[src/rtl/axi4_aw_sender_mq_pkg.sv]
// Shared types for the RAB miss-queue senders (AW and AR).
// The per-entry payload struct depends on ID/user widths chosen by the
// instantiating module, so it is provided as a typedef macro that wraps
// the fixed-width attribute struct below.
`ifndef AXI4_RAB_MQ_PKG_SV
`define AXI4_RAB_MQ_PKG_SV

package axi4_rab_mq_pkg;

    // Fixed-width AXI4 request attributes carried alongside id/user.
    typedef struct packed {
        logic [7:0] len;
        logic [2:0] size;
        logic [1:0] burst;
        logic       lock;
        logic [2:0] prot;
        logic [3:0] cache;
        logic [3:0] region;
        logic [3:0] qos;
    } aw_attr_t;

    // Which source drives the master port in a given cycle.
    typedef enum logic {
        GNT_L1 = 1'b0,
        GNT_L2 = 1'b1
    } gnt_sel_t;

    // Bit width able to index n items, never narrower than one bit.
    function automatic int unsigned min1_clog2(input int unsigned n);
        return (n <= 1) ? 1 : $clog2(n);
    endfunction

endpackage

// Queue entry payload: id, fixed attributes, user. No address is stored;
// the L2 TLB supplies the translated address when the entry is sent.
`define AXI4_RAB_AW_META_T(IDW, UW) struct packed { logic [(IDW)-1:0] id; axi4_rab_mq_pkg::aw_attr_t attr; logic [(UW)-1:0] user; }

`endif

[src/rtl/axi4_aw_sender_mq_if.sv]
// AXI4 write-address channel bundle. The slave side (towards the L1 lookup)
// has no address; the translated address is added on the master side.
interface axi4_aw_sender_mq_if #(
    parameter int ADDR_W = 40,
    parameter int ID_W   = 4,
    parameter int USER_W = 4
);
    import axi4_rab_mq_pkg::*;

    logic [ID_W-1:0]   id;
    logic [ADDR_W-1:0] addr;
    logic [7:0]        len;
    logic [2:0]        size;
    logic [1:0]        burst;
    logic              lock;
    logic [2:0]        prot;
    logic [3:0]        cache;
    logic [3:0]        region;
    logic [3:0]        qos;
    logic [USER_W-1:0] user;
    logic              valid;
    logic              ready;

    modport master (
        output id, addr, len, size, burst, lock, prot, cache, region, qos, user, valid,
        input  ready
    );

    modport slave (
        input  id, len, size, burst, lock, prot, cache, region, qos, user, valid,
        output ready
    );

endinterface

[src/rtl/rab_meta_fifo.sv]
// In-order metadata FIFO with combinational head output. Depth need not be
// a power of two; pointers wrap explicitly at DEPTH-1. Push is ignored when
// full and pop when empty; full/empty are purely registered (no bypass).
module rab_meta_fifo
    import axi4_rab_mq_pkg::*;
#(
    parameter int WIDTH = 8,
    parameter int DEPTH = 4,
    localparam int CNT_W = $clog2(DEPTH + 1)
) (
    input  logic             clk,
    input  logic             rst_n,
    input  logic             push,
    input  logic             pop,
    input  logic [WIDTH-1:0] push_data,
    output logic [WIDTH-1:0] head_data,
    output logic             full,
    output logic             empty,
    output logic [CNT_W-1:0] count
);

    localparam int               PTR_W    = min1_clog2(DEPTH);
    localparam logic [PTR_W-1:0] LAST_PTR = PTR_W'(DEPTH - 1);

    logic [WIDTH-1:0] mem_reg [DEPTH];
    logic [PTR_W-1:0] wr_ptr_reg, wr_ptr_next;
    logic [PTR_W-1:0] rd_ptr_reg, rd_ptr_next;
    logic [CNT_W-1:0] count_reg, count_next;
    logic             do_push;
    logic             do_pop;
    logic [DEPTH-1:0] wr_en;

    function automatic logic [PTR_W-1:0] ptr_inc(input logic [PTR_W-1:0] p);
        return (p == LAST_PTR) ? '0 : p + 1'b1;
    endfunction

    assign full      = (count_reg == CNT_W'(DEPTH));
    assign empty     = (count_reg == '0);
    assign count     = count_reg;
    assign do_push   = push & ~full;
    assign do_pop    = pop & ~empty;
    assign head_data = mem_reg[rd_ptr_reg];

    // One write-enable per slot, decoded from the write pointer.
    genvar gi;
    generate
        for (gi = 0; gi < DEPTH; gi++) begin : g_wr_en
            assign wr_en[gi] = do_push && (wr_ptr_reg == PTR_W'(gi));
        end
    endgenerate

    // Next pointer and occupancy; simultaneous push/pop keeps the count.
    always_comb begin
        wr_ptr_next = wr_ptr_reg;
        rd_ptr_next = rd_ptr_reg;
        count_next  = count_reg;
        if (do_push) begin
            wr_ptr_next = ptr_inc(wr_ptr_reg);
        end
        if (do_pop) begin
            rd_ptr_next = ptr_inc(rd_ptr_reg);
        end
        case ({do_push, do_pop})
            2'b10:   count_next = count_reg + 1'b1;
            2'b01:   count_next = count_reg - 1'b1;
            default: count_next = count_reg;
        endcase
    end

    // Pointer and occupancy registers.
    always_ff @(posedge clk or negedge rst_n) begin
        if (!rst_n) begin
            wr_ptr_reg <= '0;
            rd_ptr_reg <= '0;
            count_reg  <= '0;
        end else begin
            wr_ptr_reg <= wr_ptr_next;
            rd_ptr_reg <= rd_ptr_next;
            count_reg  <= count_next;
        end
    end

    // Entry storage, cleared on reset so a stale head never leaks out.
    always_ff @(posedge clk or negedge rst_n) begin
        if (!rst_n) begin
            for (int i = 0; i < DEPTH; i++) begin
                mem_reg[i] <= '0;
            end
        end else begin
            for (int i = 0; i < DEPTH; i++) begin
                if (wr_en[i]) begin
                    mem_reg[i] <= push_data;
                end
            end
        end
    end

endmodule

[src/rtl/axi4_aw_sender_mq.sv]
// RAB AW-channel sender with an in-order L1-miss queue. L1 hits pass
// straight to the master port; L1 misses are parked until the L2 TLB either
// translates the head entry (sent with l2_awaddr_i) or drops it. A sticky
// busy flag keeps an L2 send on the master port until it handshakes.
module axi4_aw_sender_mq
    import axi4_rab_mq_pkg::*;
#(
    parameter int AXI_ADDR_WIDTH = 40,
    parameter int AXI_ID_WIDTH   = 4,
    parameter int AXI_USER_WIDTH = 4,
    parameter int L2_DEPTH       = 4,
    parameter int L2_PRIO        = 1,
    parameter int MAX_L1_WAIT    = 8,
    localparam int CNT_W = $clog2(L2_DEPTH + 1)
) (
    input  logic                      axi4_aclk,
    input  logic                      axi4_arstn,

    output logic                      l1_done_o,
    input  logic                      l1_accept_i,
    input  logic                      l1_drop_i,
    input  logic                      l1_save_i,

    output logic                      l2_done_o,
    input  logic                      l2_accept_i,
    input  logic                      l2_drop_i,
    output logic                      l2_sending_o,
    output logic                      l2_head_valid_o,
    output logic [AXI_ID_WIDTH-1:0]   l2_head_id_o,
    output logic [CNT_W-1:0]          l2_count_o,
    output logic                      l2_full_o,

    input  logic [AXI_ADDR_WIDTH-1:0] l1_awaddr_i,
    input  logic [AXI_ADDR_WIDTH-1:0] l2_awaddr_i,

    axi4_aw_sender_mq_if.slave        s_axi4_aw,
    axi4_aw_sender_mq_if.master       m_axi4_aw
);

    typedef `AXI4_RAB_AW_META_T(AXI_ID_WIDTH, AXI_USER_WIDTH) aw_meta_t;

    localparam int META_W = $bits(aw_meta_t);
    localparam int WAIT_W = min1_clog2(MAX_L1_WAIT + 1);
    localparam logic [WAIT_W-1:0] WAIT_MAX = WAIT_W'(MAX_L1_WAIT);

    aw_meta_t                  slave_meta;
    aw_meta_t                  head_meta;
    aw_meta_t                  out_meta;
    logic [META_W-1:0]         head_bits;
    logic [AXI_ADDR_WIDTH-1:0] out_addr;
    logic                      head_valid;
    logic                      queue_empty;
    logic                      queue_full;
    logic [CNT_W-1:0]          queue_count;
    logic                      l1_req;
    logic                      l1_go;
    logic                      sending;
    logic                      push;
    logic                      pop;
    gnt_sel_t                  gnt_sel;
    logic                      l2_busy_reg, l2_busy_next;
    logic [WAIT_W-1:0]         wait_cnt_reg, wait_cnt_next;

    // Slave request packed as a queue entry.
    assign slave_meta.id          = s_axi4_aw.id;
    assign slave_meta.attr.len    = s_axi4_aw.len;
    assign slave_meta.attr.size   = s_axi4_aw.size;
    assign slave_meta.attr.burst  = s_axi4_aw.burst;
    assign slave_meta.attr.lock   = s_axi4_aw.lock;
    assign slave_meta.attr.prot   = s_axi4_aw.prot;
    assign slave_meta.attr.cache  = s_axi4_aw.cache;
    assign slave_meta.attr.region = s_axi4_aw.region;
    assign slave_meta.attr.qos    = s_axi4_aw.qos;
    assign slave_meta.user        = s_axi4_aw.user;

    rab_meta_fifo #(
        .WIDTH (META_W),
        .DEPTH (L2_DEPTH)
    ) u_miss_fifo (
        .clk       (axi4_aclk),
        .rst_n     (axi4_arstn),
        .push      (push),
        .pop       (pop),
        .push_data (slave_meta),
        .head_data (head_bits),
        .full      (queue_full),
        .empty     (queue_empty),
        .count     (queue_count)
    );

    assign head_meta  = aw_meta_t'(head_bits);
    assign head_valid = ~queue_empty;
    assign l1_req     = s_axi4_aw.valid & l1_accept_i;

    // Master-port arbitration: an L2 send in flight always keeps the port;
    // otherwise L2 wins by priority or once L1 has starved it long enough.
    always_comb begin
        gnt_sel = GNT_L2;
        if (!l2_busy_reg && l1_req) begin
            if (L2_PRIO != 0) begin
                gnt_sel = GNT_L2;
            end else if (wait_cnt_reg == WAIT_MAX) begin
                gnt_sel = GNT_L2;
            end else begin
                gnt_sel = GNT_L1;
            end
        end
    end

    assign sending = l2_accept_i & head_valid & (gnt_sel == GNT_L2);
    assign l1_go   = l1_req & ~sending;
    assign push    = s_axi4_aw.valid & l1_save_i & ~queue_full;
    assign pop     = (sending & m_axi4_aw.ready) | (head_valid & l2_drop_i);

    // Master payload mux: head entry with L2 address, or slave with L1 address.
    always_comb begin
        out_meta = slave_meta;
        out_addr = l1_awaddr_i;
        if (sending) begin
            out_meta = head_meta;
            out_addr = l2_awaddr_i;
        end
    end

    assign m_axi4_aw.valid  = sending | l1_go;
    assign m_axi4_aw.addr   = out_addr;
    assign m_axi4_aw.id     = out_meta.id;
    assign m_axi4_aw.len    = out_meta.attr.len;
    assign m_axi4_aw.size   = out_meta.attr.size;
    assign m_axi4_aw.burst  = out_meta.attr.burst;
    assign m_axi4_aw.lock   = out_meta.attr.lock;
    assign m_axi4_aw.prot   = out_meta.attr.prot;
    assign m_axi4_aw.cache  = out_meta.attr.cache;
    assign m_axi4_aw.region = out_meta.attr.region;
    assign m_axi4_aw.qos    = out_meta.attr.qos;
    assign m_axi4_aw.user   = out_meta.user;

    assign s_axi4_aw.ready = (l1_go & m_axi4_aw.ready)
                           | (s_axi4_aw.valid & l1_drop_i)
                           | (s_axi4_aw.valid & l1_save_i & ~queue_full);

    assign l1_done_o       = s_axi4_aw.valid & s_axi4_aw.ready;
    assign l2_done_o       = pop;
    assign l2_sending_o    = sending;
    assign l2_head_valid_o = head_valid;
    assign l2_head_id_o    = head_valid ? head_meta.id : '0;
    assign l2_count_o      = queue_count;
    assign l2_full_o       = queue_full;

    // Busy latch and L1-starvation counter updates.
    always_comb begin
        l2_busy_next  = l2_busy_reg;
        wait_cnt_next = wait_cnt_reg;
        if (sending) begin
            l2_busy_next = ~m_axi4_aw.ready;
        end
        if (L2_PRIO == 0) begin
            if (!head_valid || sending) begin
                wait_cnt_next = '0;
            end else if (l1_go && m_axi4_aw.ready && l2_accept_i && (wait_cnt_reg != WAIT_MAX)) begin
                wait_cnt_next = wait_cnt_reg + 1'b1;
            end
        end
    end

    // Arbitration state registers.
    always_ff @(posedge axi4_aclk or negedge axi4_arstn) begin
        if (!axi4_arstn) begin
            l2_busy_reg  <= 1'b0;
            wait_cnt_reg <= '0;
        end else begin
            l2_busy_reg  <= l2_busy_next;
            wait_cnt_reg <= wait_cnt_next;
        end
    end

    // Upstream stages must present one-hot decisions.
    a_l1_onehot: assert property (@(posedge axi4_aclk) disable iff (!axi4_arstn)
        $onehot0({l1_accept_i, l1_drop_i, l1_save_i}));
    a_l2_onehot: assert property (@(posedge axi4_aclk) disable iff (!axi4_arstn)
        $onehot0({l2_accept_i, l2_drop_i}));

endmodule

[src/flat_wrapper.sv]
// flat-port wrapper written by rule: the top's interface ports become plain ports
module axi4_aw_sender_mq_flat import axi4_rab_mq_pkg::*;
#(
    parameter int AXI_ADDR_WIDTH = 40,
    parameter int AXI_ID_WIDTH   = 4,
    parameter int AXI_USER_WIDTH = 4,
    parameter int L2_DEPTH       = 4,
    parameter int L2_PRIO        = 1,
    parameter int MAX_L1_WAIT    = 8,
    localparam int CNT_W = $clog2(L2_DEPTH + 1)
)
  (axi4_aclk, axi4_arstn, l1_done_o, l1_accept_i, l1_drop_i, l1_save_i, l2_done_o, l2_accept_i, l2_drop_i, l2_sending_o, l2_head_valid_o, l2_head_id_o, l2_count_o, l2_full_o, l1_awaddr_i, l2_awaddr_i, s_axi4_aw_id, s_axi4_aw_len, s_axi4_aw_size, s_axi4_aw_burst, s_axi4_aw_lock, s_axi4_aw_prot, s_axi4_aw_cache, s_axi4_aw_region, s_axi4_aw_qos, s_axi4_aw_user, s_axi4_aw_valid, s_axi4_aw_ready, m_axi4_aw_id, m_axi4_aw_addr, m_axi4_aw_len, m_axi4_aw_size, m_axi4_aw_burst, m_axi4_aw_lock, m_axi4_aw_prot, m_axi4_aw_cache, m_axi4_aw_region, m_axi4_aw_qos, m_axi4_aw_user, m_axi4_aw_valid, m_axi4_aw_ready);
  axi4_aw_sender_mq_if s_axi4_aw_i ();
  axi4_aw_sender_mq_if m_axi4_aw_i ();
  input  logic axi4_aclk;
  input  logic axi4_arstn;
  output logic l1_done_o;
  input  logic l1_accept_i;
  input  logic l1_drop_i;
  input  logic l1_save_i;
  output logic l2_done_o;
  input  logic l2_accept_i;
  input  logic l2_drop_i;
  output logic l2_sending_o;
  output logic l2_head_valid_o;
  output logic [AXI_ID_WIDTH-1:0] l2_head_id_o;
  output logic [CNT_W-1:0] l2_count_o;
  output logic l2_full_o;
  input  logic [AXI_ADDR_WIDTH-1:0] l1_awaddr_i;
  input  logic [AXI_ADDR_WIDTH-1:0] l2_awaddr_i;
  input wire logic [$bits(s_axi4_aw_i.id)-1:0] s_axi4_aw_id;
  input wire logic [$bits(s_axi4_aw_i.len)-1:0] s_axi4_aw_len;
  input wire logic [$bits(s_axi4_aw_i.size)-1:0] s_axi4_aw_size;
  input wire logic [$bits(s_axi4_aw_i.burst)-1:0] s_axi4_aw_burst;
  input wire logic [$bits(s_axi4_aw_i.lock)-1:0] s_axi4_aw_lock;
  input wire logic [$bits(s_axi4_aw_i.prot)-1:0] s_axi4_aw_prot;
  input wire logic [$bits(s_axi4_aw_i.cache)-1:0] s_axi4_aw_cache;
  input wire logic [$bits(s_axi4_aw_i.region)-1:0] s_axi4_aw_region;
  input wire logic [$bits(s_axi4_aw_i.qos)-1:0] s_axi4_aw_qos;
  input wire logic [$bits(s_axi4_aw_i.user)-1:0] s_axi4_aw_user;
  input wire logic [$bits(s_axi4_aw_i.valid)-1:0] s_axi4_aw_valid;
  output wire logic [$bits(s_axi4_aw_i.ready)-1:0] s_axi4_aw_ready;
  output wire logic [$bits(m_axi4_aw_i.id)-1:0] m_axi4_aw_id;
  output wire logic [$bits(m_axi4_aw_i.addr)-1:0] m_axi4_aw_addr;
  output wire logic [$bits(m_axi4_aw_i.len)-1:0] m_axi4_aw_len;
  output wire logic [$bits(m_axi4_aw_i.size)-1:0] m_axi4_aw_size;
  output wire logic [$bits(m_axi4_aw_i.burst)-1:0] m_axi4_aw_burst;
  output wire logic [$bits(m_axi4_aw_i.lock)-1:0] m_axi4_aw_lock;
  output wire logic [$bits(m_axi4_aw_i.prot)-1:0] m_axi4_aw_prot;
  output wire logic [$bits(m_axi4_aw_i.cache)-1:0] m_axi4_aw_cache;
  output wire logic [$bits(m_axi4_aw_i.region)-1:0] m_axi4_aw_region;
  output wire logic [$bits(m_axi4_aw_i.qos)-1:0] m_axi4_aw_qos;
  output wire logic [$bits(m_axi4_aw_i.user)-1:0] m_axi4_aw_user;
  output wire logic [$bits(m_axi4_aw_i.valid)-1:0] m_axi4_aw_valid;
  input wire logic [$bits(m_axi4_aw_i.ready)-1:0] m_axi4_aw_ready;
  assign s_axi4_aw_i.id = s_axi4_aw_id;
  assign s_axi4_aw_i.len = s_axi4_aw_len;
  assign s_axi4_aw_i.size = s_axi4_aw_size;
  assign s_axi4_aw_i.burst = s_axi4_aw_burst;
  assign s_axi4_aw_i.lock = s_axi4_aw_lock;
  assign s_axi4_aw_i.prot = s_axi4_aw_prot;
  assign s_axi4_aw_i.cache = s_axi4_aw_cache;
  assign s_axi4_aw_i.region = s_axi4_aw_region;
  assign s_axi4_aw_i.qos = s_axi4_aw_qos;
  assign s_axi4_aw_i.user = s_axi4_aw_user;
  assign s_axi4_aw_i.valid = s_axi4_aw_valid;
  assign s_axi4_aw_ready = s_axi4_aw_i.ready;
  assign m_axi4_aw_id = m_axi4_aw_i.id;
  assign m_axi4_aw_addr = m_axi4_aw_i.addr;
  assign m_axi4_aw_len = m_axi4_aw_i.len;
  assign m_axi4_aw_size = m_axi4_aw_i.size;
  assign m_axi4_aw_burst = m_axi4_aw_i.burst;
  assign m_axi4_aw_lock = m_axi4_aw_i.lock;
  assign m_axi4_aw_prot = m_axi4_aw_i.prot;
  assign m_axi4_aw_cache = m_axi4_aw_i.cache;
  assign m_axi4_aw_region = m_axi4_aw_i.region;
  assign m_axi4_aw_qos = m_axi4_aw_i.qos;
  assign m_axi4_aw_user = m_axi4_aw_i.user;
  assign m_axi4_aw_valid = m_axi4_aw_i.valid;
  assign m_axi4_aw_i.ready = m_axi4_aw_ready;
  axi4_aw_sender_mq #(.AXI_ADDR_WIDTH(AXI_ADDR_WIDTH), .AXI_ID_WIDTH(AXI_ID_WIDTH), .AXI_USER_WIDTH(AXI_USER_WIDTH), .L2_DEPTH(L2_DEPTH), .L2_PRIO(L2_PRIO), .MAX_L1_WAIT(MAX_L1_WAIT)) u_core (.axi4_aclk(axi4_aclk), .axi4_arstn(axi4_arstn), .l1_done_o(l1_done_o), .l1_accept_i(l1_accept_i), .l1_drop_i(l1_drop_i), .l1_save_i(l1_save_i), .l2_done_o(l2_done_o), .l2_accept_i(l2_accept_i), .l2_drop_i(l2_drop_i), .l2_sending_o(l2_sending_o), .l2_head_valid_o(l2_head_valid_o), .l2_head_id_o(l2_head_id_o), .l2_count_o(l2_count_o), .l2_full_o(l2_full_o), .l1_awaddr_i(l1_awaddr_i), .l2_awaddr_i(l2_awaddr_i), .s_axi4_aw(s_axi4_aw_i), .m_axi4_aw(m_axi4_aw_i));
endmodule
[config.mk]
export PLATFORM = sky130hd
export DESIGN_NAME = axi4_aw_sender_mq_flat
export DESIGN_NICKNAME = d
export VERILOG_FILES = /design/src/rtl/axi4_aw_sender_mq_pkg.sv /design/src/rtl/axi4_aw_sender_mq_if.sv /design/src/rtl/rab_meta_fifo.sv /design/src/rtl/axi4_aw_sender_mq.sv /design/src/flat_wrapper.sv
export SDC_FILE = /design/constraint.sdc
export NUM_CORES = 1
export LEC_CHECK = 0
export CAP_MARGIN = 20
export CORE_ASPECT_RATIO = 1.2
export CORE_MARGIN = 3
export CORE_UTILIZATION = 40
export DETAILED_ROUTE_END_ITERATION = 6
export PLACE_DENSITY = 0.74
export SYNTH_ARGS = -nofsm -noshare
export SYNTH_HDL_FRONTEND = slang
export SYNTH_SLANG_ARGS = --single-unit
export TNS_END_PERCENT = 100
[constraint.sdc]
create_clock -name axi4_aclk -period 5.2 [get_ports axi4_aclk]
set_clock_uncertainty 0.05 [all_clocks]
set_input_delay 0.52 -clock axi4_aclk [delete_from_list [all_inputs] [get_ports axi4_aclk]]
set_output_delay 0.52 -clock axi4_aclk [all_outputs]
set_load 0.05 [all_outputs]
==> impl_metrics.csv <==
group,metric,value,unit
run_status,status,"finished, final reports clean",
timing,fin_ws,1420,ps
global_routing,grt_pass1_vias,5609,
global_routing,grt_usage,18.2,%
timing,max_freq,0.264,GHz
worst_setup_path,cp_slowest_stage_delay,860,ps
yosys,synth_compound_area_share,0.476,%
routing,dr.pass1.iters,4,
worst_setup_path,ff2ff_path_depth,9,
finish,fillCellCount,1565,
clock_network,cts_buffer_depth,2,
routing,wl_met3,784,um
clock_network,cts_hold_buf,0,
place,placed_cell_area,10200,um^2
die,dieWidth,134,um
yosys,synth-xor-area-share,0.333,%
yosys,synth_flop_cell,"dfrtp_1",
finish,fin_nets,838,
timing,fin_crit,3780,ps
die,ios,217,
yosys,syn_nets,629,
timing,worst_pin_slew,1080,ps
routing,top_layer,"met4",
finish,diodes,0,
routing,ant_nets,0,
yosys,muxShareOfSynthArea,43.4,%
power_and_ir_drop,p_leak,4.44,nW
clock_network,cts_tree,"done",
finish,multi_input_area,3750,um^2
worst_setup_path,worstPathMaxFanout,22,
worst_setup_path,crit_slowest_cell,"dfrtp_2",
timing,max_slew_margin,27.7,%
timing,rsz0062_at_grt,"false",
yosys,yosysSeqAreaShare,49.2,%
worst_setup_path,cp.arrival,3210,ps
power_and_ir_drop,power_density,643,nW/um^2
routing,post_drt_wl_per_cell,19.7,um
routing,drt_iter0_markers,224,
routing,wirelength,19.2,mm
power_and_ir_drop,design_power_total,6.94,mW
routing,wl_met2,10.3,mm
power_and_ir_drop,ir_drop,362,uV
clock_network,clkSinkCount,155,
routing,drt-vias-per-instance,5.12,
finish,regArea,3880,um^2
yosys,ys_ff_latch,155,
yosys,syn-instance-count,496,
clock_network,post-cts-setup-buffers,0,
timing,tns,0,ps
yosys,ys_warn_count,0,
timing,fin_crit_sh,72.7,%
die,core,19100,um^2
die,die_y,160,um
clock_network,h-tree-depth,4,
clock_network,numCtsBuffers,17,
yosys,synth-async-reset-ratio,100,%
clock_network,cts-root-buf,"clkbuf_16",
timing,maxSlewViolCount,0,
yosys,synth_top_family_by_area,"multiplexers",
flow_run,drv_cap,0,
worst_setup_path,cp_top_family,"buffers and inverters",
worst_setup_path,worstSetupPathType,"reg -> out",
global_routing,antenna_found_initial,0,
finish,largest_reg_flops,148,
worst_setup_path,crit_chain,"buf_4 > mux4_2 > mux2_2 > clkdlybuf4s50_1",
finish,drive_gt1_share,26.5,%
global_routing,grt_max_degree,93,
die,start_util,41.2,%
worst_setup_path,timing.rr.end,"u_core.u_miss_fifo.count[2]$_DFFE_PN0P_",
place,post-place-ws,1740,ps
yosys,synth_edf_count,0,
worst_setup_path,ff2ff_setup_slack,2590,ps
clock_network,clk_latency,420,ps
worst_setup_path,worstPathBufferInverterCount,2,
yosys,syn_area,7890,um^2
worst_setup_path,required,4630,ps
routing,drc,0,
place,dp_hpwl,13.2,mm
routing,drt-met1-wl,7.93,mm
worst_setup_path,critPathLaunchType,"register",
finish,utilization,56.5,%
place,gp_congestion,0.783,
min_path,min_path_type,"in -> async",
timing,finalHoldViolCount,0,
yosys,ys_types,26,
place,port-buffer-count,216,
die,num_rows,55,
die,die_area,21400,um^2
yosys,yosys.area_share.adder,1.21,%
yosys,syn_area_per_cell,15.9,um^2
clock_network,path_clk_slew,60,ps
finish,syn_to_final_growth,37.0,%
yosys,synth-simple-area-share,2.05,%
global_routing,grt_pass1_wl,30.9,mm
timing,setup_violations,0,
clock_network,cts.repair.resized,0,
finish,finalInstanceArea,10800,um^2
worst_setup_path,endpoint_kind,"output port",
routing,vias,4984,
worst_setup_path,r2r_start,"u_core.u_miss_fifo.count[0]$_DFFE_PN0P_",
global_routing,overflow,0,
[layer usage]
layer,global-route usage [%],up-vias
li1,-,2263
met1,22.5,2594
met2,32.3,109
met3,3.97,18
met4,4.91,0
met5,0,-
[worst max path at each step]
stage / startpoint / to / slack (ps) / depth (start not counted)
4_1_cts: u_core.u_miss_fifo.rd_ptr_reg[0]$_DFFE_PN0P_ / m_axi4_aw_burst[1] / 1310 / 4
2_1_floorplan: u_core.u_miss_fifo.count[1]$_DFFE_PN0P_ / l1_done_o / 2100 / 4
5_1_grt: u_core.u_miss_fifo.rd_ptr_reg[0]$_DFFE_PN0P_ / m_axi4_aw_burst[1] / 1220 / 4
3_3_place_gp: l2_accept_i / s_axi4_aw_ready / 1770 / 6
3_5_place_dp: l2_accept_i / s_axi4_aw_ready / 1740 / 6
6_report: u_core.u_miss_fifo.rd_ptr_reg[0]$_DFFE_PN0P_ / m_axi4_aw_burst[1] / 1420 / 4
[kinds of logic (layout without fill, tap and decap cells)]
logic type,count (synthesis),count (layout)
xor+xnor,3,3
flops,155,155
simple gates,19,19
fa+ha+maj,7,7
mux,267,267
compound gates,5,5
buf+inv,40,262
[placed cells by master (no fill, tap or decap), types with 3 or more instances in the layout]
cell,instances
inv_1,9
ha_1,6
mux4_2,37
clkdlybuf4s50_1,215
mux2_2,109
clkbuf_16,17
inv_6,3
nand4_4,4
nor2b_1,4
bufinv_16,3
dfrtp_1,153
mux2_1,120
clkinvlp_4,3
nor2_1,5
buf_4,5
[cell type report]
| cell class | instances | area share [%] |
|---|---|---|
| sequential | 155 | 35.9 |
| multi-input combinational | 301 | 34.7 |
| timing repair buffer | 221 | 20.4 |
| clock buffer | 20 | 4.23 |
| tap | 256 | 2.96 |
| clock inverter | 12 | 1.49 |
| inverter | 9 | 0.313 |
[Yosys cell counts, types with 3 or more instances]
master | instances | area (um^2)
dfrtp_1 | 155 | 3880
mux2_1 | 120 | 1350
mux2_2 | 109 | 1230
mux4_2 | 37 | 833
buf_2 | 13 | 65.1
buf_6 | 12 | 135
inv_1 | 9 | 33.8
ha_1 | 6 | 75.1
nor2_1 | 5 | 18.8
nand4_4 | 4 | 85.1
nor2b_1 | 4 | 25.0
clkbuf_1 | 3 | 11.3
[power by group]
| group | switching, mW | internal [mW] | total [mW] |
|---|---|---|---|
| clock network | 0.494 | 0.786 | 1.28 |
| registers | 0.435 | 1.82 | 2.25 |
| logic | 1.76 | 1.65 | 3.41 |
[stage by stage]
step | hold WS, ps | std cells
after global routing | 177 | 974
after floorplan | 174 | 496
after CTS | 155 | 974
final | 92.7 | 974
after global placement | 418 | 942
after detailed placement | 425 | 942
(Power assumes the default switching activity.)
